`src/rtl/game_timer_pkg.sv`:
```
// game_timer_pkg: shared types and helpers for the round countdown timer.
//   state_e : FSM state encoding (2-bit)
//   BCD_W   : width of one BCD digit
//   bcd_dec : two-digit BCD decrement that saturates at 00
package game_timer_pkg;

    localparam int unsigned BCD_W = 4;

    typedef enum logic [1:0] {
        StIdle  = 2'd0,
        StRun   = 2'd1,
        StPause = 2'd2,
        StDone  = 2'd3
    } state_e;

    // Returns {tens, ones} decremented by one second; 00 stays 00.
    function automatic logic [2*BCD_W-1:0] bcd_dec(input logic [BCD_W-1:0] tens,
                                                   input logic [BCD_W-1:0] ones);
        logic [2*BCD_W-1:0] res;
        if (ones != '0) begin
            res = {tens, ones - BCD_W'(1)};
        end else if (tens != '0) begin
            res = {tens - BCD_W'(1), BCD_W'(9)};
        end else begin
            res = '0;
        end
        return res;
    endfunction

endpackage

```
`src/rtl/game_timer_tick_gen.sv`:
```
// timer_tick_gen: rising-edge detector on the divided clock plus a 1-second prescaler.
// Ports:
//   i_clk        system clock
//   i_rst_n      asynchronous active-low reset
//   i_slow_clk   divided clock, sampled as data in the i_clk domain
//   i_en         advance the prescaler on detected edges
//   i_sync_clr   synchronously zero the prescaler (wins over i_en)
//   o_sec_step   one-cycle pulse on the TICKS_PER_SEC-th edge
module timer_tick_gen #(
    parameter int unsigned TICKS_PER_SEC = 4
) (
    input  logic i_clk,
    input  logic i_rst_n,
    input  logic i_slow_clk,
    input  logic i_en,
    input  logic i_sync_clr,
    output logic o_sec_step
);

    localparam int unsigned CNT_W = (TICKS_PER_SEC > 1) ? $clog2(TICKS_PER_SEC) : 1;
    localparam logic [CNT_W-1:0] CNT_LAST = CNT_W'(TICKS_PER_SEC - 1);

    logic             r_slow_clk_d;
    logic [CNT_W-1:0] r_sub_cnt;
    logic             w_tick;
    logic             w_adv;
    logic             w_last;

    assign w_tick     = i_slow_clk & ~r_slow_clk_d;
    assign w_adv      = i_en & w_tick;
    assign w_last     = (r_sub_cnt == CNT_LAST);
    assign o_sec_step = w_adv & w_last;

    always_ff @(posedge i_clk or negedge i_rst_n) begin
        if (!i_rst_n) begin
            r_slow_clk_d <= 1'b0;
            r_sub_cnt    <= '0;
        end else begin
            r_slow_clk_d <= i_slow_clk;
            if (i_sync_clr) begin
                r_sub_cnt <= '0;
            end else if (w_adv) begin
                r_sub_cnt <= w_last ? '0 : r_sub_cnt + CNT_W'(1);
            end
        end
    end

endmodule

```
`src/rtl/game_timer.sv`:
```
// game_timer: two-digit BCD round countdown driven by edges of the divided clock.
// Optional feature: define TIMER_WARN_EN to enable the low-time blink on o_warn;
// otherwise o_warn is tied low and no compare logic is built.
// Ports:
//   i_clk        system clock (100 MHz)
//   i_rst_n      asynchronous active-low reset
//   i_slow_clk   divided clock from freqdiv, treated as data
//   i_start      level; begin, or restart from DONE
//   i_pause      level; hold the countdown while high
//   i_clear      level; return to IDLE and reload
//   o_tens       BCD tens digit
//   o_ones       BCD ones digit
//   o_running    high while in RUN
//   o_done       high while in DONE
//   o_time_up    one-cycle pulse when the count reaches 00
//   o_warn       low-time blink (only with TIMER_WARN_EN)
module game_timer
    import game_timer_pkg::*;
#(
    parameter int unsigned TICKS_PER_SEC = 4,
    parameter int unsigned START_SECS    = 30,
    parameter int unsigned WARN_SECS     = 5
) (
    input  logic             i_clk,
    input  logic             i_rst_n,
    input  logic             i_slow_clk,
    input  logic             i_start,
    input  logic             i_pause,
    input  logic             i_clear,
    output logic [BCD_W-1:0] o_tens,
    output logic [BCD_W-1:0] o_ones,
    output logic             o_running,
    output logic             o_done,
    output logic             o_time_up,
    output logic             o_warn
);

    if (TICKS_PER_SEC < 1) begin : g_bad_tps
        $error("TICKS_PER_SEC must be at least 1");
    end
    if (START_SECS < 1 || START_SECS > 99) begin : g_bad_start
        $error("START_SECS must be in 1..99");
    end
    if (WARN_SECS > 99) begin : g_bad_warn
        $error("WARN_SECS must be in 0..99");
    end

    localparam logic [BCD_W-1:0] START_TENS = BCD_W'(START_SECS / 10);
    localparam logic [BCD_W-1:0] START_ONES = BCD_W'(START_SECS % 10);

    state_e           r_state;
    logic [BCD_W-1:0] r_tens;
    logic [BCD_W-1:0] r_ones;
    logic             r_running;
    logic             r_done;
    logic             r_time_up;
    logic             r_warn;

    state_e           w_state_nxt;
    logic [BCD_W-1:0] w_tens_nxt;
    logic [BCD_W-1:0] w_ones_nxt;
    logic             w_time_up_nxt;
    logic             w_warn_nxt;
    logic             w_sec_step;
    logic             w_is_one;
    logic             w_en;
    logic             w_sync_clr;

    // Prescaler only counts in RUN; it sits at zero in IDLE/DONE so every entry
    // to RUN starts a full second. PAUSE neither counts nor clears.
    assign w_en       = (r_state == StRun);
    assign w_sync_clr = (r_state == StIdle) || (r_state == StDone);

    timer_tick_gen #(
        .TICKS_PER_SEC(TICKS_PER_SEC)
    ) u_tick_gen (
        .i_clk      (i_clk),
        .i_rst_n    (i_rst_n),
        .i_slow_clk (i_slow_clk),
        .i_en       (w_en),
        .i_sync_clr (w_sync_clr),
        .o_sec_step (w_sec_step)
    );

    assign w_is_one = (r_tens == '0) && (r_ones == BCD_W'(1));

    always_comb begin
        w_state_nxt   = r_state;
        w_tens_nxt    = r_tens;
        w_ones_nxt    = r_ones;
        w_time_up_nxt = 1'b0;
        unique case (r_state)
            StIdle: begin
                if (i_clear) begin
                    w_tens_nxt = START_TENS;
                    w_ones_nxt = START_ONES;
                end else if (i_start) begin
                    w_state_nxt = StRun;
                end
            end
            StRun: begin
                if (i_clear) begin
                    w_state_nxt = StIdle;
                    w_tens_nxt  = START_TENS;
                    w_ones_nxt  = START_ONES;
                end else if (w_sec_step && w_is_one) begin
                    w_state_nxt   = StDone;
                    w_tens_nxt    = '0;
                    w_ones_nxt    = '0;
                    w_time_up_nxt = 1'b1;
                end else begin
                    // A second completing in the same cycle as pause still counts.
                    if (w_sec_step) begin
                        {w_tens_nxt, w_ones_nxt} = bcd_dec(r_tens, r_ones);
                    end
                    if (i_pause) begin
                        w_state_nxt = StPause;
                    end
                end
            end
            StPause: begin
                if (i_clear) begin
                    w_state_nxt = StIdle;
                    w_tens_nxt  = START_TENS;
                    w_ones_nxt  = START_ONES;
                end else if (!i_pause) begin
                    w_state_nxt = StRun;
                end
            end
            StDone: begin
                if (i_clear) begin
                    w_state_nxt = StIdle;
                    w_tens_nxt  = START_TENS;
                    w_ones_nxt  = START_ONES;
                end else if (i_start) begin
                    w_state_nxt = StRun;
                    w_tens_nxt  = START_TENS;
                    w_ones_nxt  = START_ONES;
                end
            end
            default: begin
                w_state_nxt = StIdle;
            end
        endcase
    end

`ifdef TIMER_WARN_EN
    localparam logic [6:0] WARN_VAL = 7'(WARN_SECS);

    logic [6:0] w_value_bin;

    assign w_value_bin = 7'(r_tens) * 7'd10 + 7'(r_ones);

    // Registering i_slow_clk here gives the same one-cycle-late blink as slow_clk_d.
    assign w_warn_nxt = ((r_state == StRun) || (r_state == StPause)) &&
                        (w_value_bin <= WARN_VAL) ? i_slow_clk : 1'b0;
`else
    assign w_warn_nxt = 1'b0;
`endif

    always_ff @(posedge i_clk or negedge i_rst_n) begin
        if (!i_rst_n) begin
            r_state   <= StIdle;
            r_tens    <= START_TENS;
            r_ones    <= START_ONES;
            r_running <= 1'b0;
            r_done    <= 1'b0;
            r_time_up <= 1'b0;
            r_warn    <= 1'b0;
        end else begin
            r_state   <= w_state_nxt;
            r_tens    <= w_tens_nxt;
            r_ones    <= w_ones_nxt;
            r_running <= (w_state_nxt == StRun);
            r_done    <= (w_state_nxt == StDone);
            r_time_up <= w_time_up_nxt;
            r_warn    <= w_warn_nxt;
        end
    end

    assign o_tens    = r_tens;
    assign o_ones    = r_ones;
    assign o_running = r_running;
    assign o_done    = r_done;
    assign o_time_up = r_time_up;
    assign o_warn    = r_warn;

endmodule

```
`config.mk`:
```
export PLATFORM = sky130hd
export DESIGN_NAME = game_timer
export DESIGN_NICKNAME = d
export VERILOG_FILES = /design/src/rtl/game_timer_pkg.sv /design/src/rtl/game_timer_tick_gen.sv /design/src/rtl/game_timer.sv
export SDC_FILE = /design/constraint.sdc
export NUM_CORES = 1
export LEC_CHECK = 0
export ABC_AREA = 1
export ABC_CLOCK_PERIOD_IN_PS = 1700
export BUFFER_PORTS_ARGS = -buffer_cell sky130_fd_sc_hd__buf_2
export CORE_ASPECT_RATIO = 0.8
export CORE_MARGIN = 1
export CORE_UTILIZATION = 58
export CTS_BUF_LIST = sky130_fd_sc_hd__clkbuf_4 sky130_fd_sc_hd__clkbuf_8
export DETAILED_ROUTE_END_ITERATION = 8
export HOLD_SLACK_MARGIN = 0.06
export PLACE_DENSITY = 0.82
export SKIP_CTS_REPAIR_TIMING = 1
export SLEW_MARGIN = 20
export SYNTH_ARGS = -nofsm -noshare
export SYNTH_HDL_FRONTEND = slang
export SYNTH_SLANG_ARGS = --single-unit
```
`constraint.sdc`:
```
create_clock -name i_clk -period 1.7 [get_ports i_clk]
set_input_delay 0.17 -clock i_clk [delete_from_list [all_inputs] [get_ports i_clk]]
set_output_delay 0.17 -clock i_clk [all_outputs]
set_load 0.01 [all_outputs]
```
==> After elaboration in Yosys (flattened, before gate mapping) <==
Index checks and enable logic that the tools add are counted.
{ "op_classes": {"addsub": 3, "eq_ne": 11, "mux": 31, "bitwise_logic": 4, "n_reduce_logical": 11} }
{ "ops": {"columns": ["cell", "count"], "rows": [
  ["$mux W4", 12],
  ["$pmux W4 S3", 2],
  ["$mux W2", 11],
  ["$mux W8", 2],
  ["$eq A2 B2 Y1 const B", 4],
  ["$ne A4 B4 Y1 const B", 2],
  ["$pmux W2 S4", 1],
  ["$reduce_bool A4 Y1", 2],
  ["$sub A4 B1 Y4 const B", 2],
  ["$eq A2 B1 Y1 const B", 2],
  ["$eq A4 B1 Y1 const B", 1],
  ["$logic_not A4 Y1", 1],
  ["$reduce_and A4 Y1", 1],
  ["$and A1 B1 Y1", 3],
  ["$mux W1", 3],
  ["$ne A3 B3 Y1 const B", 1],
  ["$reduce_and A3 Y1", 1],
  ["$add A2 B1 Y2 const B", 1],
  ["$logic_and A1 B1 Y1", 2],
  ["$logic_not A2 Y1", 1],
  ["$ne A2 B1 Y1 const B", 1],
  ["$reduce_bool A2 Y1", 1],
  ["$reduce_or A2 Y1", 1],
  ["$logic_or A1 B1 Y1", 1],
  ["$not A1 Y1", 1]
]} }
{ "totals": {"ff_bits": 16, "wordCells": 68} }

==> Logic depth before layout (Yosys ltp) <==
Gate-level depths: netlist of the first run.
{ "depth": {"ltp_word": 9, "mapped_depth": 11, "depth_no_buf": 11} }

==> Hierarchy <==
From an unflattened synthesis of the first run, not the netlist that was laid out.
{ "hier_totals": {"hier_cells": 165, "hier_area_um2": 1144.8} }
{ "by_module_without_submodules": {"columns": ["mod", "instances", "cells_each", "area_each_um2", "seq_area_each_um2"], "rows": [
  ["game_timer", 1, 147, 996.0, 327.8],
  ["timer_tick_gen", 1, 18, 148.9, 75.1]
]} }

==> Worst setup path before layout of the first run <==
No wires, ideal clock.
{ "synth_path": {"path_type": "register -> register", "startpoint": "reg r_state[1]", "endpoint": "reg r_running (netlist: o_running)", "setup_ns": 0.118, "t_arrival_ns": 1.328, "path_slack_ns": 0.254, "path_stages_with_launch": 12, "path_buffers": 0, "synth_period_minus_slack_ns": 1.446, "path_cell_list": "dfrtp_1 > inv_1 > ha_1 > inv_1 > nor2_4 > inv_2 > nand3_1 > nand2_1 > nand2_1 > nand2_1 > inv_1 > nor2_1"} }
{ "synth_between": {"elab_chain_len": 8, "word_cells_on_any_way": 17, "classes_between": "eq/ne: 4; mux: 9; bitwise: 2; reduce/logical: 2"} }
{ "synth_lines": {"columns": ["item", "line", "text"], "rows": [
  ["start, declared", "game_timer.sv:51", "state_e r_state;"],
  ["start signal, assigned", "game_timer.sv:163", "r_state <= StIdle;"],
  ["start signal, assigned", "game_timer.sv:171", "r_state <= w_state_nxt;"],
  ["$eq A2 B1 Y1", "game_timer.sv:71, game_timer.sv:92", null],
  ["$and A1 B1 Y1", "game_timer_tick_gen.sv:30", "assign w_adv = i_en & w_tick;"],
  ["$and A1 B1 Y1", "game_timer_tick_gen.sv:32", "assign o_sec_step = w_adv & w_last;"],
  ["$logic_and A1 B1 Y1", "game_timer.sv:106", "end else if (w_sec_step && w_is_one) begin"],
  ["$mux W2", "game_timer.sv:106", null],
  ["$mux W2", "game_timer.sv:102", "if (i_clear) begin"],
  ["$pmux W2 S4 *", "game_timer.sv:92", "unique case (r_state)"],
  ["net w_state_nxt[1]", "game_timer.sv:59", "state_e w_state_nxt;"],
  ["$eq A2 B1 Y1 *", "game_timer.sv:174", "r_running <= (w_state_nxt == StRun);"],
  ["end signal, assigned", "game_timer.sv:174", null],
  ["end, declared", "game_timer.sv:54", "logic r_running;"]
]} }
The timed path passes the listed nets; every way through them passes the cells marked *.
A chain may end at the register's enable or synchronous reset.

==> Worst setup path in the final report of the first run <==
{ "layout_path": {"startpoint": "reg r_tens[0] (netlist: o_tens[0])", "endpoint": "reg r_tens[1] (netlist: o_tens[1])"} }
{ "layout_between": {"elab_chain_len": 7, "word_cells_on_any_way": 14, "classes_between": "add/sub: 1; eq/ne: 2; mux: 6; reduce/logical: 5"} }
{ "layout_lines": {"columns": ["item", "line", "text"], "rows": [
  ["start, declared", "game_timer.sv:52", "logic [BCD_W-1:0] r_tens;"],
  ["start signal, assigned", "game_timer.sv:172", "r_tens <= w_tens_nxt;"],
  ["$sub A4 B1 Y4 or $reduce_bool A4 Y1 (tied branches)", "game_timer_pkg.sv:23, game_timer_pkg.sv:22", null],
  ["$mux W8", "game_timer_pkg.sv:22", "end else if (tens != '0) begin"],
  ["$mux W8", "game_timer_pkg.sv:20", "if (ones != '0) begin"],
  ["$mux W4", "game_timer.sv:113", "if (w_sec_step) begin"],
  ["$mux W4", "game_timer.sv:106", null],
  ["$mux W4", "game_timer.sv:102", null],
  ["$pmux W4 S3", "game_timer.sv:92", null]
]} }
Parallel ways exist; a longest one is shown, timed or not. The select of a mux whose other input is x is not followed.

==> metrics, run 1 <==
CTS clk-pin slew, worst paths=0.09 ns; GPL Wtd Cong=0.866; Lkg Pwr=0.716 nW; largest cells by area after synthesis=dfrtp_1 32%, nand2_1 11%, ha_1 10%; pre-CTS WS=0.123 ns; flop2flop setup slack=0.10 ns; layout cell share with drive strength beyond 1=0.229; Post-Synthesis Cells=142; count leader, synth=nand2_1; initial antenna violation count=0; die area=2080 um2; Via density=5.29; crit-path max cell delay=0.55 ns; CTS tree=yes; CP Capture Type=register; IO Port Bufs=16; Critical Path AT=1.82 ns; Die X=50.7 um; Setup CP Type=register to register; clock latency on the worst-skew pair=0.29 ns; share of the core filled with cells=0.752; drt pass-1 iters=4; vias in the first global route=855; filler instances=144; Starting Density=0.645; Synth Flop Type=dfrtp_1; final wirelength=2.26 mm; CTS root buf=clkbuf_4; largest net degree at the start of global routing=17; core area=1710 um2; synth warn=0; post-layout min period=1.60 ns; Hold Violations, Final=0; Core Rows=13; Placed Instances=180; P&R area growth vs syn=16.7%; worst hold-check path type=input pin to register; Highest Clock Rate=625 MHz; Antenna diodes=0; NetSw=0.918 mW; post-route worst setup slack=0.101 ns; DP HPWL=1.68 mm; sw frac=0.461; initial DRC count=13; crit-path cells=inv_1, ha_1, nand2_1, nor2_1, nand2_1, nand3_1, nand2_4, nand2_1, o21ai_1; sequential share of power=0.305; Crit Path Max Fanout=9; CTS Buf Count=3; post-synth top area cell=dfrtp_1; fin crit share=0.941; Buf+Inv Stages, Crit Path=1; Post-Syn Area per Cell=7.75 um2; PwrDens=1550 nW/um2; slowest library cell on the worst path=dfstp_2; Post-synth EDFFs=0; Seq/Total Area, Yosys=0.366; DRT antenna net count=0; unrepaired setup endpoints after global routing=no; H-tree Lvls=1; clk_skew=0.00375 ns; Yosys reg bits=16; Max Root-Sink Buffers=2; Int Power=1.07 mW; status=finished clean; final cell count without fillers=188; post-synthesis cell area=1100 um2; GRT overflow=0; Layout Nets=182; crit-path leading delay family=simple AND/OR/NAND/NOR gates; final setup fails=0; setup TNS=0 ns; Tot GR Track Use=0.249; total power=1.99 mW; nature of the critical path startpoint=register; via count=994; WP data required=1.92 ns; list of most frequent post-synthesis cells=32 x nand2_1, 22 x inv_1, 15 x nor2_1; Wirelength per Cell=12.0 um; Clock Sinks=16; combinational share of power=0.569; Syn Nets=157; asr flop ratio synth=1.00; library cells used by synthesis=28; Max-Cap Viols=0; max-slew violations=0; clock share of power=0.125; Synth top area share=0.318; num ports=18; # DRC=0; CP most frequent cell=nand2_1; chip height=41.0 um; maximum vdd drop=0.00102 V; first-pass GRT wire length=3.63 mm
-- sequential cells by signal, indices dropped and copies added, names as in the netlist --
register	cells
u_tick_gen.r_slow_clk_d	1
o_running	1
u_tick_gen.r_sub_cnt	2
r_state	2
o_tens	4
o_time_up	1
o_ones	4
o_done	1
-- stage by stage --
| step | hold WS [ns] | area [um2] |
|---|---|---|
| 2_1_floorplan | -0.126 | 1100 |
| 3_3_place_gp | 0.0980 | 1210 |
| 3_5_place_dp | 0.105 | 1210 |
| 4_1_cts | -0.216 | 1240 |
| 5_1_grt | 0.344 | 1280 |
| 6_report | 0.303 | 1280 |
-- power by group through the flow --
stage,clock [mW],sequential (mW),combinational (mW)
after floorplan,0,0.642,0.766
after global placement,0,0.610,1.04
after detailed placement,0,0.617,1.07
after CTS,0.260,0.609,1.08
after global routing,0.274,0.622,1.29
final,0.249,0.608,1.13
-- layout by cell type (no fill, tap or decap), drive strengths merged --
cell type	count
a21oi	4
buf	19
clkbuf	4
conb	1
dfrtp	14
dfstp	2
dlygate4sd3	2
ha	9
inv	24
nand2	34
nand3	13
nand3b	1
nand4	6
nor2	16
o211a	1
o211ai	2
o21ai	12
xnor2	1
xor2	1
-- final timing paths --
path | startpoint | end | depth (start not counted)
worst max-delay path | o_tens[0] | o_tens[1] | 9
worst min-delay path | i_pause | o_done | 5
worst max register to register | o_tens[0] | o_tens[1] | 9
worst min register to register | o_tens[0] | o_tens[0] | 2
max in group asynchronous | i_rst_n | o_tens[0] | 2
min in group asynchronous | i_rst_n | u_tick_gen.r_slow_clk_d | 2
-- tightest hold or removal path, delay by kind of cell --
kind / cells / cell delay (ns)
buffers and inverters: 1 / 0.12
and+or+nand+nor: 4 / 0.26
-- final cells by class --
type	count	area, um2	share of cell area
multi-input cells	101	603	0.469
flip-flops and latches	16	403	0.314
repair buffers	21	123	0.0954
inverters	24	92.6	0.0721
clock buffers	4	36.3	0.0282
well taps	22	27.5	0.0214
-- metal layers --
| layer | up-vias | global-route usage | part of all wire |
|---|---|---|---|
| met5 | - | 0 | 0 |
| li1 | 504 | - | - |
| met2 | 27 | 0.437 | 0.47 |
| met4 | 0 | 0.0625 | 0.0062 |
| met1 | 461 | 0.315 | 0.47 |
| met3 | 2 | 0.0667 | 0.051 |
-- cells by family (layout without fill, tap and decap cells) --
group / count (synthesis) / in the layout / share of synthesized area
xor gates and xnor gates: 2 / 2 / 0.0159
DFF: 16 / 16 / 0.366
buffers and inverters: 25 / 49 / 0.0909
other: 1 / 1 / 0.00341
adders and majority gates: 9 / 9 / 0.102
AOI/OAI and AO/OA: 19 / 19 / 0.119
and+or+nand+nor: 70 / 70 / 0.302
(Power assumes the default switching activity.)
==> run 2: changes to the inputs <==
--- a/config.mk
+++ b/config.mk
@@ -5,7 +5,7 @@
 export SDC_FILE = /design/constraint.sdc
 export NUM_CORES = 1
 export LEC_CHECK = 0
-export ABC_AREA = 1
+export ABC_AREA = 0
 export ABC_CLOCK_PERIOD_IN_PS = 1700
 export BUFFER_PORTS_ARGS = -buffer_cell sky130_fd_sc_hd__buf_2
 export CORE_ASPECT_RATIO = 0.8
@@ -14,7 +14,7 @@
 export CTS_BUF_LIST = sky130_fd_sc_hd__clkbuf_4 sky130_fd_sc_hd__clkbuf_8
 export DETAILED_ROUTE_END_ITERATION = 8
 export HOLD_SLACK_MARGIN = 0.06
-export PLACE_DENSITY = 0.82
+export PLACE_DENSITY = 0.9
 export SKIP_CTS_REPAIR_TIMING = 1
 export SLEW_MARGIN = 20
 export SYNTH_ARGS = -nofsm -noshare
==> run 2 against run 1 <==
The run now ends with design-rule violations, negative setup slack left. Sequential cell count is the same. Critical endpoint is now o_tens[3]. Synthesized cell count shrank 25%. Fmax shrank 20%. Highest routed layer unchanged. Sequential share of layout area shrank 6.9 points. Via count grew 33%. Total power grew 29%. Largest power group unchanged. Sequential power shrank 6.1%.
==> metrics, run 2 <==
status=complete, but fails checks; failing checks=design-rule violations, negative setup slack; Highest Clock Rate=499 MHz (-20%); Lkg Pwr=0.801 nW (+12%); Yosys reg bits=16 (unchanged); drt pass-1 iters=9 (+5); Antenna diodes=0 (unchanged); die area=2090 um2 (+0.64%); DP HPWL=2.39 mm (+42%); Tot GR Track Use=0.334 (+0.0845); post-synth top area cell=dfrtp_1; core area=1710 um2 (unchanged); Die X=50.9 um (+0.33%); clock share of power=0.106 (-0.019); CTS Buf Count=3 (unchanged); GPL Wtd Cong=0.882 (+1.9%); asr flop ratio synth=1.00 (unchanged); IO Port Bufs=16 (unchanged); initial antenna violation count=0 (unchanged); Design Area, Final=1660 um2 (+29%); # DRC=1 (+1); clock latency on the worst-skew pair=0.32 ns (+0.03 ns); unrepaired setup endpoints after global routing=yes; combinational share of power=0.671 (+0.102); Post-Synthesis Cells=107 (-25%); Worst slew margin=0.431; initial DRC count=123 (+110); post-route worst setup slack=-0.306 ns (-0.407 ns); Seq/Total Area, Yosys=0.363 (-0.00248); maximum vdd drop=0.00139 V (+36%); synth warn=0 (unchanged); WP data required=1.96 ns (+0.04 ns); Core Rows=13 (unchanged); Hold Violations, Final=0 (unchanged); CTS clk-pin slew, worst paths=0.11 ns (+0.02 ns); final setup fails=12 (+12); CP Capture Type=register; Tightest Pin Transition=0.845 ns; num ports=18 (unchanged); layout cell share with drive strength beyond 1=0.535 (+0.306); Post-Syn Area per Cell=10.4 um2 (+34%); clk_skew=0.0217 ns (+0.0179 ns); Layout Nets=175 (-3.8%); count leader, synth=dfrtp_1; largest net degree at the start of global routing=17 (unchanged); Starting Density=0.649 (+0.00440); CTS tree=yes; PwrDens=1540 nW/um2 (-0.36%); first-pass GRT wire length=4.58 mm (+26%); filler instances=31 (-78%); Via density=7.29 (+38%); largest cells by area after synthesis=dfrtp_1 32%, ha_1 10%, dfstp_2 4.7%; Int Power=1.39 mW (+29%); DRT antenna net count=0 (unchanged); pre-CTS WS=-0.229 ns (-0.352 ns); H-tree Lvls=1 (unchanged); post-place instance area=1460 um2 (+21%); Max-Cap Viols=0 (unchanged); library cells used by synthesis=53 (+89%); fin crit share=1.18 (+0.239); worst hold-check path type=input pin to asynchronous set/reset pin; commonest cells after routing, fill and taps aside=29 x buf_4, 16 x buf_2, 12 x dfrtp_1; final wirelength=4.90 mm (+120%); Crit Path Max Fanout=5 (-4); leading cell type in the layout, fill and taps excluded=buf_4; Critical Path AT=2.27 ns (+0.45 ns); CTS root buf=clkbuf_4; sw frac=0.458 (-0.00339); Max Root-Sink Buffers=2 (unchanged); Setup CP Type=register to register; Syn Nets=122 (-22%); max-slew violations=0 (unchanged); Wirelength per Cell=27.1 um (+130%); Synth top area share=0.316 (-0.00215); NetSw=1.17 mW (+28%); P&R area growth vs syn=49.7%; chip height=41.1 um (+0.32%); Synth Flop Type=dfrtp_1; post-layout min period=2.01 ns (+0.407 ns); Post-synth EDFFs=0 (unchanged); post-synthesis cell area=1110 um2 (+0.68%); list of most frequent post-synthesis cells=14 x dfrtp_1, 9 x ha_1, 8 x inv_1; Clock Sinks=16 (unchanged); sequential share of power=0.223 (-0.082); via count=1320 (+33%); GRT overflow=0 (unchanged); nature of the critical path startpoint=register; vias in the first global route=927 (+8.4%)
-- run 2: cell count changes in the layout (fill, tap and decap cells not counted), sizes merged, moves of 3 or more --
| cell | change |
|---|---|
| buf | +29 |
| nand2 | -29 |
| inv | -16 |
| nor2 | -12 |
| nand3 | -11 |
| nand4 | -5 |
| o21ai | -5 |
| nor2b | +4 |
| nor3 | +3 |
-- run 2: cell families after synthesis --
| family | count (synthesis) | share of synthesized area |
|---|---|---|
| compound gates | 33 | 0.238 |
| flops | 16 | 0.363 |
| mux | 2 | 0.0203 |
| simple gates | 36 | 0.229 |
| buf+inv | 10 | 0.0440 |
| other cells | 1 | 0.00338 |
| fa+ha+maj | 9 | 0.102 |
-- run 2: final timing paths --
kind	start	to	slack, ns	cells after the start
max	o_ones[0]	o_tens[3]	-0.31	6
min	i_rst_n	o_tens[2]	0.36	2
max reg2reg	o_ones[0]	o_tens[3]	-0.31	6
min reg2reg	o_tens[2]	o_tens[2]	0.55	1
max in group asynchronous	i_rst_n	o_tens[0]	1.01	2
min in group i_clk	i_clear	o_ones[2]	0.36	3
-- run 2: critical path, cell delays in order, from the launching register on --
cell	delay [ns]
dfrtp_1	0.45
inv_1	0.13
ha_1	0.17
nor3b_2	0.33
o211ai_1	0.30
nor4_1	0.42
a211o_1	0.17
-- run 2: layer usage --
layer / GRT usage / vias to the layer above / part of all wire
met1: 0.389 / 593 / 0.33
li1: - / 505 / -
met2: 0.593 / 165 / 0.42
met5: 0 / - / 0
met3: 0.0889 / 57 / 0.17
met4: 0.167 / 0 / 0.082
-- run 2: metrics by stage --
step	cells	hold WS [ns]	power, mW	utilization	TNS [ns]
finish	181	0.355	2.56	0.971	-2.52
detailed placement	168	0.106	1.82	0.854	-1.76
floorplan	107	-0.126	1.28	-	-0.299
global placement	168	0.0910	1.75	0.854	-0.726
CTS	172	-0.237	2.10	0.875	-2.16
global route	181	0.328	2.61	0.971	-3.33
-- run 2: area by class of cell --
class	instances	area [um2]	share of cell area
multi-input combinational	81	808	0.487
tap	22	27.5	0.0166
inverter	8	30.0	0.0181
sequential	16	405	0.244
clock buffer	4	36.3	0.0219
timing repair buffer	50	352	0.212
-- run 2: power groups by stage --
stage / clock network, mW / registers [mW] / logic [mW]
2_1_floorplan: 0 / 0.610 / 0.673
3_3_place_gp: 0 / 0.548 / 1.20
3_5_place_dp: 0 / 0.557 / 1.27
4_1_cts: 0.272 / 0.550 / 1.28
5_1_grt: 0.289 / 0.574 / 1.75
6_report: 0.270 / 0.571 / 1.72
==> run 3: changes to the inputs <==
--- a/config.mk
+++ b/config.mk
@@ -16,6 +16,7 @@
 export HOLD_SLACK_MARGIN = 0.06
 export PLACE_DENSITY = 0.9
 export SKIP_CTS_REPAIR_TIMING = 1
+export SKIP_LAST_GASP = 1
 export SLEW_MARGIN = 20
 export SYNTH_ARGS = -nofsm -noshare
 export SYNTH_HDL_FRONTEND = slang
==> run 3 against run 2 <==
The run ends with negative setup slack left. Clock skew up 0.014 ns. Non-clock buffer count unchanged. Sequential power down 1%. Sequential cell count unchanged. Total power down 0.93%. Highest routed layer unchanged.
==> metrics, run 3 (synthesis results as in run 2) <==
GPL Wtd Cong=0.882 (unchanged); final wirelength=4.79 mm (-2.3%); Lkg Pwr=0.773 nW (-3.5%); IO Port Bufs=16 (unchanged); Crit Path Max Fanout=5 (unchanged); vias in the first global route=927 (unchanged); core area=1710 um2 (unchanged); drt pass-1 iters=8 (-1); fin crit share=1.16 (-0.0223); WP data required=1.88 ns (-0.08 ns); initial antenna violation count=0 (unchanged); Placed Instances=168 (unchanged); via count=1321 (+0.076%); CP Capture Type=register; status=complete, but fails checks; Highest Clock Rate=508 MHz (+1.9%); PwrDens=1540 nW/um2 (-0.26%); Worst slew margin=0.632 (+0.202); final cell count without fillers=181 (unchanged); crit-path leading delay family=simple AND/OR/NAND/NOR gates; Max Root-Sink Buffers=2 (unchanged); Setup CP Type=register to register; final setup fails=12 (unchanged); largest net degree at the start of global routing=17 (unchanged); Starting Density=0.649 (unchanged); Max-Cap Viols=0 (unchanged); GRT overflow=0 (unchanged); Die X=50.9 um (unchanged); filler instances=34 (+9.7%); share of the core filled with cells=0.965 (-0.00659); post-layout min period=1.97 ns (-0.0378 ns); failing checks=negative setup slack; clock latency on the worst-skew pair=0.34 ns (+0.02 ns); Antenna diodes=0 (unchanged); clk_skew=0.0361 ns (+0.0144 ns); crit-path cells=inv_1, ha_1, and4bb_2, nor3_2, a221oi_4, a211oi_1; DRT antenna net count=0 (unchanged); post-route worst setup slack=-0.268 ns (+0.0378 ns); die area=2090 um2 (unchanged); Layout Nets=175 (unchanged); Hold Violations, Final=0 (unchanged); Buf+Inv Stages, Crit Path=1 (unchanged); crit-path max cell delay=0.55 ns (+0.10 ns); layout cell share with drive strength beyond 1=0.535 (unchanged); CTS tree=yes; max-slew violations=0 (unchanged); DP HPWL=2.39 mm (unchanged); commonest cells after routing, fill and taps aside=29 x buf_4, 16 x buf_2, 12 x dfrtp_1; unrepaired setup endpoints after global routing=yes; flop2flop setup slack=-0.27 ns (+0.04 ns); Critical Path AT=2.15 ns (-0.12 ns); leading cell type in the layout, fill and taps excluded=buf_4; nature of the critical path startpoint=register; Via density=7.30 (about the same); Tightest Pin Transition=0.546 ns (-0.299 ns); first-pass GRT wire length=4.58 mm (unchanged); # DRC=0 (-1); H-tree Lvls=1 (unchanged); CTS Buf Count=3 (unchanged); num ports=18 (unchanged); Core Rows=13 (unchanged); WP depth=6 (unchanged); slowest library cell on the worst path=dfstp_2; reg-to-reg critical path startpoint=o_tens[0]; P&R area growth vs syn=48.6%; Wirelength per Cell=26.5 um (-2.3%); Tot GR Track Use=0.334 (unchanged); maximum vdd drop=0.00131 V (-5.8%); reg2reg path depth=6 (unchanged); Clock Sinks=16 (unchanged); CTS root buf=clkbuf_4; r2r endpoint=o_ones[1]; worst hold-check path type=input pin to asynchronous set/reset pin; initial DRC count=158 (+28%); crit path from=o_tens[0]; chip height=41.1 um (unchanged); CTS clk-pin slew, worst paths=0.13 ns (+0.02 ns)
[run 3: cell counts in the layout (fill, tap and decap cells not counted)]
No cell type changed its count.
[run 3: per-stage QoR]
stage	hold WS [ns]	worst slack (ns)	TNS (ns)	total power, mW	area, um2
6_report	0.285	-0.268	-2.25	2.54	1650
5_1_grt	0.323	-0.307	-2.75	2.60	1650
4_1_cts	-0.237	-0.265	-2.16	2.10	1500
3_5_place_dp	0.106	-0.229	-1.76	1.82	1460
3_3_place_gp	0.0910	-0.120	-0.726	1.75	1460
2_1_floorplan	-0.126	-0.117	-0.299	1.28	1180
[run 3: layout make-up]
cell class	instances	area (um2)	share of cell area
multi-input combinational	81	797	0.484
sequential	16	405	0.246
timing repair buffer	50	352	0.213
clock buffer	4	36.3	0.0220
inverter	8	30.0	0.0182
tap	22	27.5	0.0167
[run 3: report_power, final]
group | total [mW] | leakage, nW | internal (mW) | switching, mW
Sequential | 0.565 | 0.207 | 0.479 | 0.0861
Combinational | 1.69 | 0.545 | 0.782 | 0.903
Clock | 0.286 | 0.0210 | 0.131 | 0.155
Total | 2.54 | 0.773 | 1.39 | 1.14
[run 3: per-layer routing]
| layer | global-route usage | part of all wire | up-vias |
|---|---|---|---|
| met3 | 0.0889 | 0.14 | 67 |
| met2 | 0.593 | 0.43 | 156 |
| met4 | 0.167 | 0.094 | 0 |
| li1 | - | - | 504 |
| met1 | 0.389 | 0.33 | 594 |
| met5 | 0 | 0 | - |
[run 3: worst max path at each step]
stage	end	slack (ns)
2_1_floorplan	o_tens[3]	-0.12
3_3_place_gp	o_tens[3]	-0.12
3_5_place_dp	o_tens[2]	-0.23
4_1_cts	o_ones[3]	-0.27
5_1_grt	o_ones[1]	-0.31
6_report	o_ones[1]	-0.27
